$ cat src/rtl/fwd_scoreboard.sv
// Forwarding/hazard unit: shadow pipeline of in-flight producers (EX..WB) that
// picks per-operand bypass selects and raises a load-use stall.
module fwd_scoreboard #(
  parameter int NUM_SRC    = 2,
  parameter int NUM_STAGES = 3,
  parameter int REG_W      = 3,
  parameter int SKIP_R0    = 0,
  parameter int SEL_W      = $clog2(NUM_STAGES + 1),
  parameter int CNT_W      = 16
) (
  input  logic                       clk,
  input  logic                       rst_n,
  input  logic                       advance,
  input  logic                       issue_valid,
  input  logic                       issue_regwrite,
  input  logic [REG_W-1:0]           issue_destreg,
  input  logic [SEL_W-1:0]           issue_rdy_stage,
  input  logic [NUM_SRC*REG_W-1:0]   src_reg,
  input  logic [NUM_SRC-1:0]         src_used,
  input  logic [NUM_STAGES-1:0]      flush_mask,
  output logic [NUM_SRC*SEL_W-1:0]   fwd_sel,
  output logic                       stall,
  output logic [CNT_W-1:0]           stall_cycles
);

  logic [NUM_STAGES-1:0] v_q, v_d;
  logic [NUM_STAGES-1:0] rw_q, rw_d;
  logic [REG_W-1:0]      dest_q [NUM_STAGES];
  logic [REG_W-1:0]      dest_d [NUM_STAGES];
  logic [SEL_W-1:0]      rs_q   [NUM_STAGES];
  logic [SEL_W-1:0]      rs_d   [NUM_STAGES];
  logic [CNT_W-1:0]      cnt_q, cnt_d;

  logic [NUM_STAGES-1:0] ready;
  logic [NUM_STAGES-1:0] writer;
  logic [NUM_SRC-1:0]    blocked;

  // A ready stage beyond the last entry is never reached, so such a producer
  // never forwards and its dependants wait for the register file.
  generate
    for (genvar gi = 0; gi < NUM_STAGES; gi++) begin : g_entry
      assign ready[gi]  = (int'(rs_q[gi]) <= gi);
      assign writer[gi] = v_q[gi] && rw_q[gi] &&
                          ((dest_q[gi] != '0) || (SKIP_R0 == 0));
    end
  endgenerate

  generate
    for (genvar gi = 0; gi < NUM_SRC; gi++) begin : g_src
      logic [REG_W-1:0] src;
      logic [SEL_W-1:0] sel;
      logic             blk;

      assign src = src_reg[gi*REG_W +: REG_W];

      // Scan oldest to youngest so the youngest match has the final say.
      always_comb begin
        sel = '0;
        blk = 1'b0;
        for (int i = NUM_STAGES - 1; i >= 0; i--) begin
          if (writer[i] && src_used[gi] && (dest_q[i] == src)) begin
            if (ready[i]) begin
              sel = SEL_W'(i + 1);
              blk = 1'b0;
            end else begin
              sel = '0;
              blk = 1'b1;
            end
          end
        end
      end

      assign fwd_sel[gi*SEL_W +: SEL_W] = sel;
      assign blocked[gi]                = blk;
    end
  endgenerate

  assign stall        = issue_valid && (|blocked);
  assign stall_cycles = cnt_q;

  always_comb begin
    v_d    = v_q;
    rw_d   = rw_q;
    dest_d = dest_q;
    rs_d   = rs_q;
    if (advance) begin
      for (int i = NUM_STAGES - 1; i >= 1; i--) begin
        v_d[i]    = v_q[i-1];
        rw_d[i]   = rw_q[i-1];
        dest_d[i] = dest_q[i-1];
        rs_d[i]   = rs_q[i-1];
      end
      v_d[0]    = issue_valid && !stall;
      rw_d[0]   = issue_regwrite;
      dest_d[0] = issue_destreg;
      rs_d[0]   = issue_rdy_stage;
    end
    // Flush wins over a same-edge issue into entry 0.
    v_d = v_d & ~flush_mask;
  end

  always_comb begin
    cnt_d = cnt_q;
    if (stall && advance && (cnt_q != {CNT_W{1'b1}})) begin
      cnt_d = cnt_q + 1'b1;
    end
  end

  always_ff @(posedge clk or negedge rst_n) begin
    if (!rst_n) begin
      v_q   <= '0;
      rw_q  <= '0;
      cnt_q <= '0;
      for (int i = 0; i < NUM_STAGES; i++) begin
        dest_q[i] <= '0;
        rs_q[i]   <= '0;
      end
    end else begin
      v_q    <= v_d;
      rw_q   <= rw_d;
      cnt_q  <= cnt_d;
      dest_q <= dest_d;
      rs_q   <= rs_d;
    end
  end

endmodule

$ cat config.mk
export PLATFORM = sky130hd
export DESIGN_NAME = fwd_scoreboard
export DESIGN_NICKNAME = d
export VERILOG_FILES = /design/src/rtl/fwd_scoreboard.sv
export SDC_FILE = /design/constraint.sdc
export NUM_CORES = 1
export LEC_CHECK = 0
export BUFFER_PORTS_ARGS = -buffer_cell sky130_fd_sc_hd__buf_2
export CAP_MARGIN = 25
export CELL_PAD_IN_SITES_DETAIL_PLACEMENT = 1
export CELL_PAD_IN_SITES_GLOBAL_PLACEMENT = 2
export CORE_UTILIZATION = 32
export DETAILED_ROUTE_END_ITERATION = 10
export PLACE_DENSITY = 0.82
export REMOVE_ABC_BUFFERS = 1
export SLEW_MARGIN = 0
export SYNTH_ARGS = -nofsm -noshare
export SYNTH_HDL_FRONTEND = slang
export SYNTH_SLANG_ARGS = --single-unit
$ cat constraint.sdc
create_clock -name clk -period 2.5 [get_ports clk]
set_clock_uncertainty 0.05 [all_clocks]
set_input_delay 0.125 -clock clk [delete_from_list [all_inputs] [get_ports clk]]
set_output_delay 0.125 -clock clk [all_outputs]
set_load 0.01 [all_outputs]
==> results of run 1 <==
## cells in the mapped netlist
master / instances
dfrtp_1: 37
xor2_1: 27
mux2_2: 21
nand2_1: 13
nand3_1: 12
a211oi_2: 8
nand4_1: 6
a21oi_1: 5
nor2_1: 5
mux2i_1: 4
a211oi_1: 3
and4_1: 3
buf_1: 3
nand2b_1: 3
nor4_1: 3
or4_1: 3
xnor2_1: 3
buf_2: 2
buf_6: 2
inv_1: 2
or2_2: 2
a2111oi_4: 1
a21boi_0: 1
and2_1: 1
and3_1: 1
ha_1: 1
mux2_1: 1
nand4b_1: 1
nor3_1: 1
o211a_1: 1
o21a_1: 1
o21ai_0: 1
o31a_1: 1
## what timing repair did
action,CTS,global route
gates cloned,0,0
pin swaps,11,8
resized for setup,7,10
hold endpoints to repair,40,0
hold buffers,4,0
setup endpoints to repair,6,17
buffers inserted,2,1
## sequential cells by signal, indices dropped and copies added (netlist names)
register and flops:
rw_q 3, dest_q 9, v_q 3, rs_q 6, stall_cycles 16
## placed cells by master, fill, tap and decap left out, types with 2 or more instances in the layout
cell / Yosys / routed
buf_6: 2 / 3
nor4_2: 0 / 2
xnor2_1: 3 / 3
or4_4: 0 / 3
xor2_1: 27 / 27
or2_2: 2 / 2
dlygate4sd3_1: 0 / 4
mux2_2: 21 / 21
nand4_1: 6 / 6
a21oi_2: 0 / 2
dfrtp_1: 37 / 37
clkbuf_8: 0 / 6
nand2b_1: 3 / 3
and4_1: 3 / 3
nand2_1: 13 / 13
a21oi_1: 5 / 3
buf_4: 0 / 14
buf_2: 2 / 41
nor2_1: 5 / 5
nand3_1: 12 / 12
inv_1: 2 / 2
a211oi_2: 8 / 9
mux2i_1: 4 / 4
## final cells by class
cell class	count	area (µm²)	share of cell area (%)
Sequential cell	37	926	34.5
Tap cell	75	93.8	3.50
Clock buffer	6	82.6	3.08
Inverter	2	7.51	0.280
Multi-Input combinational cell	133	1130	42.2
Clock inverter	2	37.5	1.40
Timing Repair Buffer	63	404	15.1
## path summary, 6_finish.rpt
path | startpoint | endpoint | slack [ps] | cells after the start
min in group asynchronous | rst_n | rs_q[4] | 430 | 2
hold / removal | issue_rdy_stage[0] | rs_q[4] | 10 | 2
setup / recovery | v_q[2] | stall_cycles[6] | -20 | 6
max in group asynchronous | rst_n | stall_cycles[3] | 1420 | 2
setup reg to reg | v_q[2] | stall_cycles[6] | -20 | 6
hold reg to reg | stall_cycles[13] | stall_cycles[13] | 450 | 1
## power groups by stage
stage / clock network (mW) / logic [mW] / registers (mW)
2_1_floorplan: 0 / 0.101 / 0.698
3_3_place_gp: 0 / 0.184 / 0.702
3_5_place_dp: 0 / 0.191 / 0.706
4_1_cts: 0.572 / 0.204 / 0.693
5_1_grt: 0.595 / 0.238 / 0.700
6_report: 0.552 / 0.214 / 0.693
## logic make-up (layout without fill, tap and decap cells)
| family | Yosys count | count (layout) | synth area share [%] |
|---|---|---|---|
| DFF | 37 | 37 | 45.3 |
| buffers and inverters | 9 | 73 | 2.51 |
| adders and majority gates | 1 | 1 | 0.612 |
| xor gates and xnor gates | 30 | 30 | 12.9 |
| muxes | 26 | 26 | 14.1 |
| and+or+nand+nor | 54 | 54 | 14.2 |
| AOI/OAI and AO/OA | 22 | 22 | 10.5 |
## routing by layer
| layer | wire [µm] | vias up | track usage, % |
|---|---|---|---|
| li1 | - | 770 | - |
| met1 | 2340 | 822 | 21.6 |
| met2 | 2770 | 24 | 29.8 |
| met3 | 136 | 6 | 3.33 |
| met4 | 52 | 0 | 5.09 |
| met5 | 0 | - | 0 |
==> run_results.csv, run 1 <==
group,metric,value,unit
outcome,status,"finished, violations left",
outcome,violations,"negative setup slack",
placement,dp_hpwl,3780,µm
final_layout,nFillCells,702,
clock_network,clk_pin_slew,80,ps
timing,drv_slew,0,
clock_network,cts_max_level,2,
route,drt-initial-drc-count,48,
clock_network,tritoncts,"built",
clock_network,clock_path_buffers,2,
grt,antenna_found_initial,0,
critical_path,cp_data_required_time,2630,ps
pwr,leakage,1.24,nW
timing,fmax,396,MHz
route,first_pass_iters,4,
die,die_x,81.9,µm
final_layout,area_delta_synth_final,31.2,%
final_layout,drive_above_1_share,45.7,%
synthesis,netlist_area,2040,µm²
clock_network,clk_latency,290,ps
critical_path,path_cells,"nand3_1, or4_4, or4_4, o211a_4, a2111oi_4, mux2_4",
pwr,power.switching,0.375,mW
die,start_util,33.9,%
timing,grt_setup_unrepaired,"yes",
timing,hold_violations,0,
final_layout,final_util,44.5,%
critical_path,path_common_cell,"or4_4",
synthesis,ys_seq_area_share,45.3,%
timing,fin_ws,-24.8,ps
synthesis,ys.warnings.count,0,
critical_path,cpPeakStageDelay,550,ps
placement,dp.cells,303,
timing,whs,10.2,ps
die,coreArea,6030,µm²
route,final_antenna_net_count,0,
pwr,power,1.46,mW
timing,worstMarginPinSlew,874,ps
synthesis,synth_top_area_share,45.3,%
synthesis,syn_inst,179,
route,wl,5310,µm
synthesis,ys_types,33,
final_layout,finalNetCount,264,
critical_path,endpoint_kind,"flop",
clock_network,numCtsBuffers,5,
pwr,p_sw_share,25.7,%
pwr,combPwrFrac,14.7,%
pwr,internal_power,1.08,mW
synthesis,yosysTopAreaCell,"dfrtp_1",
job,maxCapViolCount,0,
critical_path,slowest_stage,"or4_4",
grt,grt_first_pass_wirelength,8570,µm
synthesis,synthTopCellsByArea,"dfrtp_1 (45%), mux2_2 (12%), xor2_1 (12%), a211oi_2 (4.9%), nand3_1 (2.9%)",
die,rows,28,
clock_network,clk_root_buffer_cell,"clkbuf_8",
placement,io_buffers,41,
placement,place.gp.congestion,0.786,
critical_path,path_class,"flop to flop",
grt,grt_overflow_total,0,
route,vias_per_cell,5.10,
route,wl_per_cell,16.7,µm
critical_path,critPathLaunchType,"flop",
hold_path,hold_class,"input port to flop",
critical_path,crit_buf_inv,0,
synthesis,avgSynthCellArea,11.4,µm²
pwr,p_clk_share,37.8,%
final_layout,n_antenna_cell,0,
pwr,vdd_drop_max,0.351,mV
placement,dpl-instance-area,2420,µm²
clock_network,clkSinkCount,37,
timing,setup_viol,1,
die,dieArea,6710,µm²
pwr,power_density,544,nW/µm²
grt,grt_pass1_vias,1746,
final_layout,stdcell_count,318,
timing,min_period,2520,ps
critical_path,crit_family,"simple AND/OR/NAND/NOR gates",
grt,grt_use_total,17.2,%
critical_path,cp.arrival,2650,ps
die,ioPinCount,42,
final_layout,final_cell_area,2680,µm²
route,drc,0,
grt,grt_max_degree,38,
synthesis,ys_seq_elements,37,
timing,timing.final.crit_share,101,%
timing,slew_headroom,41.7,%
die,dieHeight,81.9,µm
critical_path,cp_max_fo,4,
timing,fin_setup_tns,-24.8,ps
route,vias,1622,
pwr,sequentialPowerShare,47.5,%
placement,place_ws,-58.0,ps
No activity file was read; power rests on OpenSTA's default activity.
==> run 2, diff against run 1 <==
PLACE_DENSITY = 0.81   (was 0.82)
==> run 2 against run 1 <==
The flow still finishes with violations (negative setup slack); die area unchanged; critical path type unchanged; highest routed layer unchanged; clock power down 21%; fmax up 0.41%; combinational power grew 4%.
==> run_results.csv, run 2 (synthesis gave the netlist of run 1 again) <==
group,metric,value,unit
final_layout,final_cell_area,2700,µm²
critical_path,cpPeakStageDelay,520,ps
placement,io_buffers,41,
timing,slew_headroom,43.3,%
critical_path,worstRegToRegCells,7,
clock_network,numCtsBuffers,5,
critical_path,cp.depth,7,
timing,worstMarginPinSlew,851,ps
final_layout,n_antenna_cell,0,
outcome,violations,"negative setup slack",
timing,timing.final.crit_share,101,%
route,vias_per_cell,4.97,
die,dieHeight,81.9,µm
critical_path,slowest_stage,"or4_4",
final_layout,drive_above_1_share,47.4,%
grt,grt_first_pass_wirelength,8910,µm
timing,hold_violations,0,
grt,grt_pass1_vias,1761,
placement,place.gp.congestion,0.765,
final_layout,largest_register_ffs,16,
critical_path,crit_family,"simple AND/OR/NAND/NOR gates",
critical_path,timing.rr.start,"dest_q[1]",
hold_path,hold_class,"input port to flop",
pwr,power_density,501,nW/µm²
grt,antenna_found_initial,0,
route,vias,1599,
clock_network,clk_pin_slew,70,ps
clock_network,clkSinkCount,37,
die,die_x,81.9,µm
route,drc,0,
job,maxCapViolCount,0,
clock_network,tritoncts,"built",
pwr,vdd_drop_max,0.230,mV
outcome,status,"finished, violations left",
placement,dpl-instance-area,2430,µm²
timing,fmax,398,MHz
clock_network,clock_path_buffers,2,
route,first_pass_iters,4,
timing,min_period,2510,ps
route,wl,5300,µm
final_layout,finalNetCount,269,
critical_path,path_cells,"xor2_1, or4_4, or4_4, o211a_4, buf_4, a21oi_2, mux2_2",
critical_path,endpoint_kind,"flop",
critical_path,cp_max_fo,9,
timing,fin_setup_tns,-14.4,ps
critical_path,critPathLaunchType,"flop",
pwr,leakage,1.25,nW
clock_network,cts_max_level,2,
grt,grt_overflow_total,0,
critical_path,path_class,"flop to flop",
critical_path,crit_buf_inv,1,
final_layout,final_util,44.7,%
critical_path,cp.arrival,2630,ps
grt,grt_use_total,17.8,%
final_layout,nFillCells,691,
die,ioPinCount,42,
critical_path,startpoint,"dest_q[1]",
final_layout,stdcell_count,322,
critical_path,r2r_slack,-10,ps
route,wl_per_cell,16.4,µm
critical_path,path_common_cell,"or4_4",
timing,fin_ws,-14.4,ps
route,drt-initial-drc-count,64,
timing,setup_viol,1,
die,coreArea,6030,µm²
final_layout,mostFrequentLayoutCells,"buf_2 (41), dfrtp_1 (35), xor2_1 (27)",
critical_path,endpoint,"stall_cycles[14]",
timing,drv_slew,0,
final_layout,layout_commonest_cell,"buf_2",
critical_path,cp_data_required_time,2620,ps
clock_network,clk_root_buffer_cell,"clkbuf_8",
placement,dp.cells,304,
final_layout,area_delta_synth_final,31.9,%
critical_path,r2r-end,"stall_cycles[14]",
placement,dp_hpwl,3760,µm
clock_network,clk_latency,280,ps
timing,grt_setup_unrepaired,"yes",
grt,grt_max_degree,38,
die,dieArea,6710,µm²
route,final_antenna_net_count,0,
die,rows,28,
die,start_util,33.9,%
==> run 2: per-layer routing <==
metal  part of all wire (%)  vias up  wire (µm)  track usage (%)
li1                       -      782          -                -
met3                    2.4        2        128             3.44
met5                      0        -          0                0
met4                   0.64        0         34             4.91
met2                     51       24       2680             29.4
met1                     46      791       2460             23.4
==> run 2: worst min-delay path by stage <==
| stage | startpoint | to | slack, ps | depth (start not counted) |
|---|---|---|---|---|
| 6_report | issue_destreg[1] | dest_q[7] | 30 | 2 |
| 4_1_cts | issue_regwrite | rw_q[0] | 10 | 2 |
| 3_5_place_dp | rst_n | v_q[1] | 240 | 1 |
| 3_3_place_gp | rst_n | v_q[1] | 230 | 1 |
| 5_1_grt | issue_destreg[1] | dest_q[7] | 9 | 2 |
| 2_1_floorplan | rst_n | dest_q[0] | -220 | 0 |
==> run 2: report_power, final <==
part / switching, mW / internal, mW
clock: 0.216 / 0.218
sequential: 0.0456 / 0.648
combinational: 0.102 / 0.121
==> run 2: worst register-to-register path: cells and delay by family, from the launching register on <==
family	cells	cell delay (ps)
buffers and inverters	1	190
AND/OR/NAND/NOR	2	950
flip-flops	1	390
multiplexers	1	340
AO/OA/AOI/OAI	2	330
XOR/XNOR	1	150
==> run 2: timing repair <==
action / 4_1_cts / 5_1_grt
setup endpoints to repair: 9 / 11
pin swaps: 2 / 7
endpoints found under the hold margin: 40 / 0
resized for setup: 10 / 10
buffers inserted: 3 / 4
hold buffers: 4 / 0
==> run 2: cell type report <==
cell class              count  area, µm²  share of cell area [%]
well taps                  75       93.8                    3.48
inverters                   2       7.51                   0.278
repair buffers             68        438                    16.2
flip-flops and latches     37        928                    34.4
clock buffers               6       82.6                    3.06
clock inverters             1       7.51                   0.278
multi-input cells         133       1140                    42.2
==> run 2: through the flow <==
stage / hold slack (ps) / setup WS, ps / power, mW
after global routing: 8.64 / -74.4 / 1.43
after floorplan: -221 / -182 / 0.798
after detailed placement: 238 / -116 / 0.898
after global placement: 226 / -29.4 / 0.887
final: 25.2 / -14.4 / 1.35
after CTS: 13.3 / -21.8 / 1.35
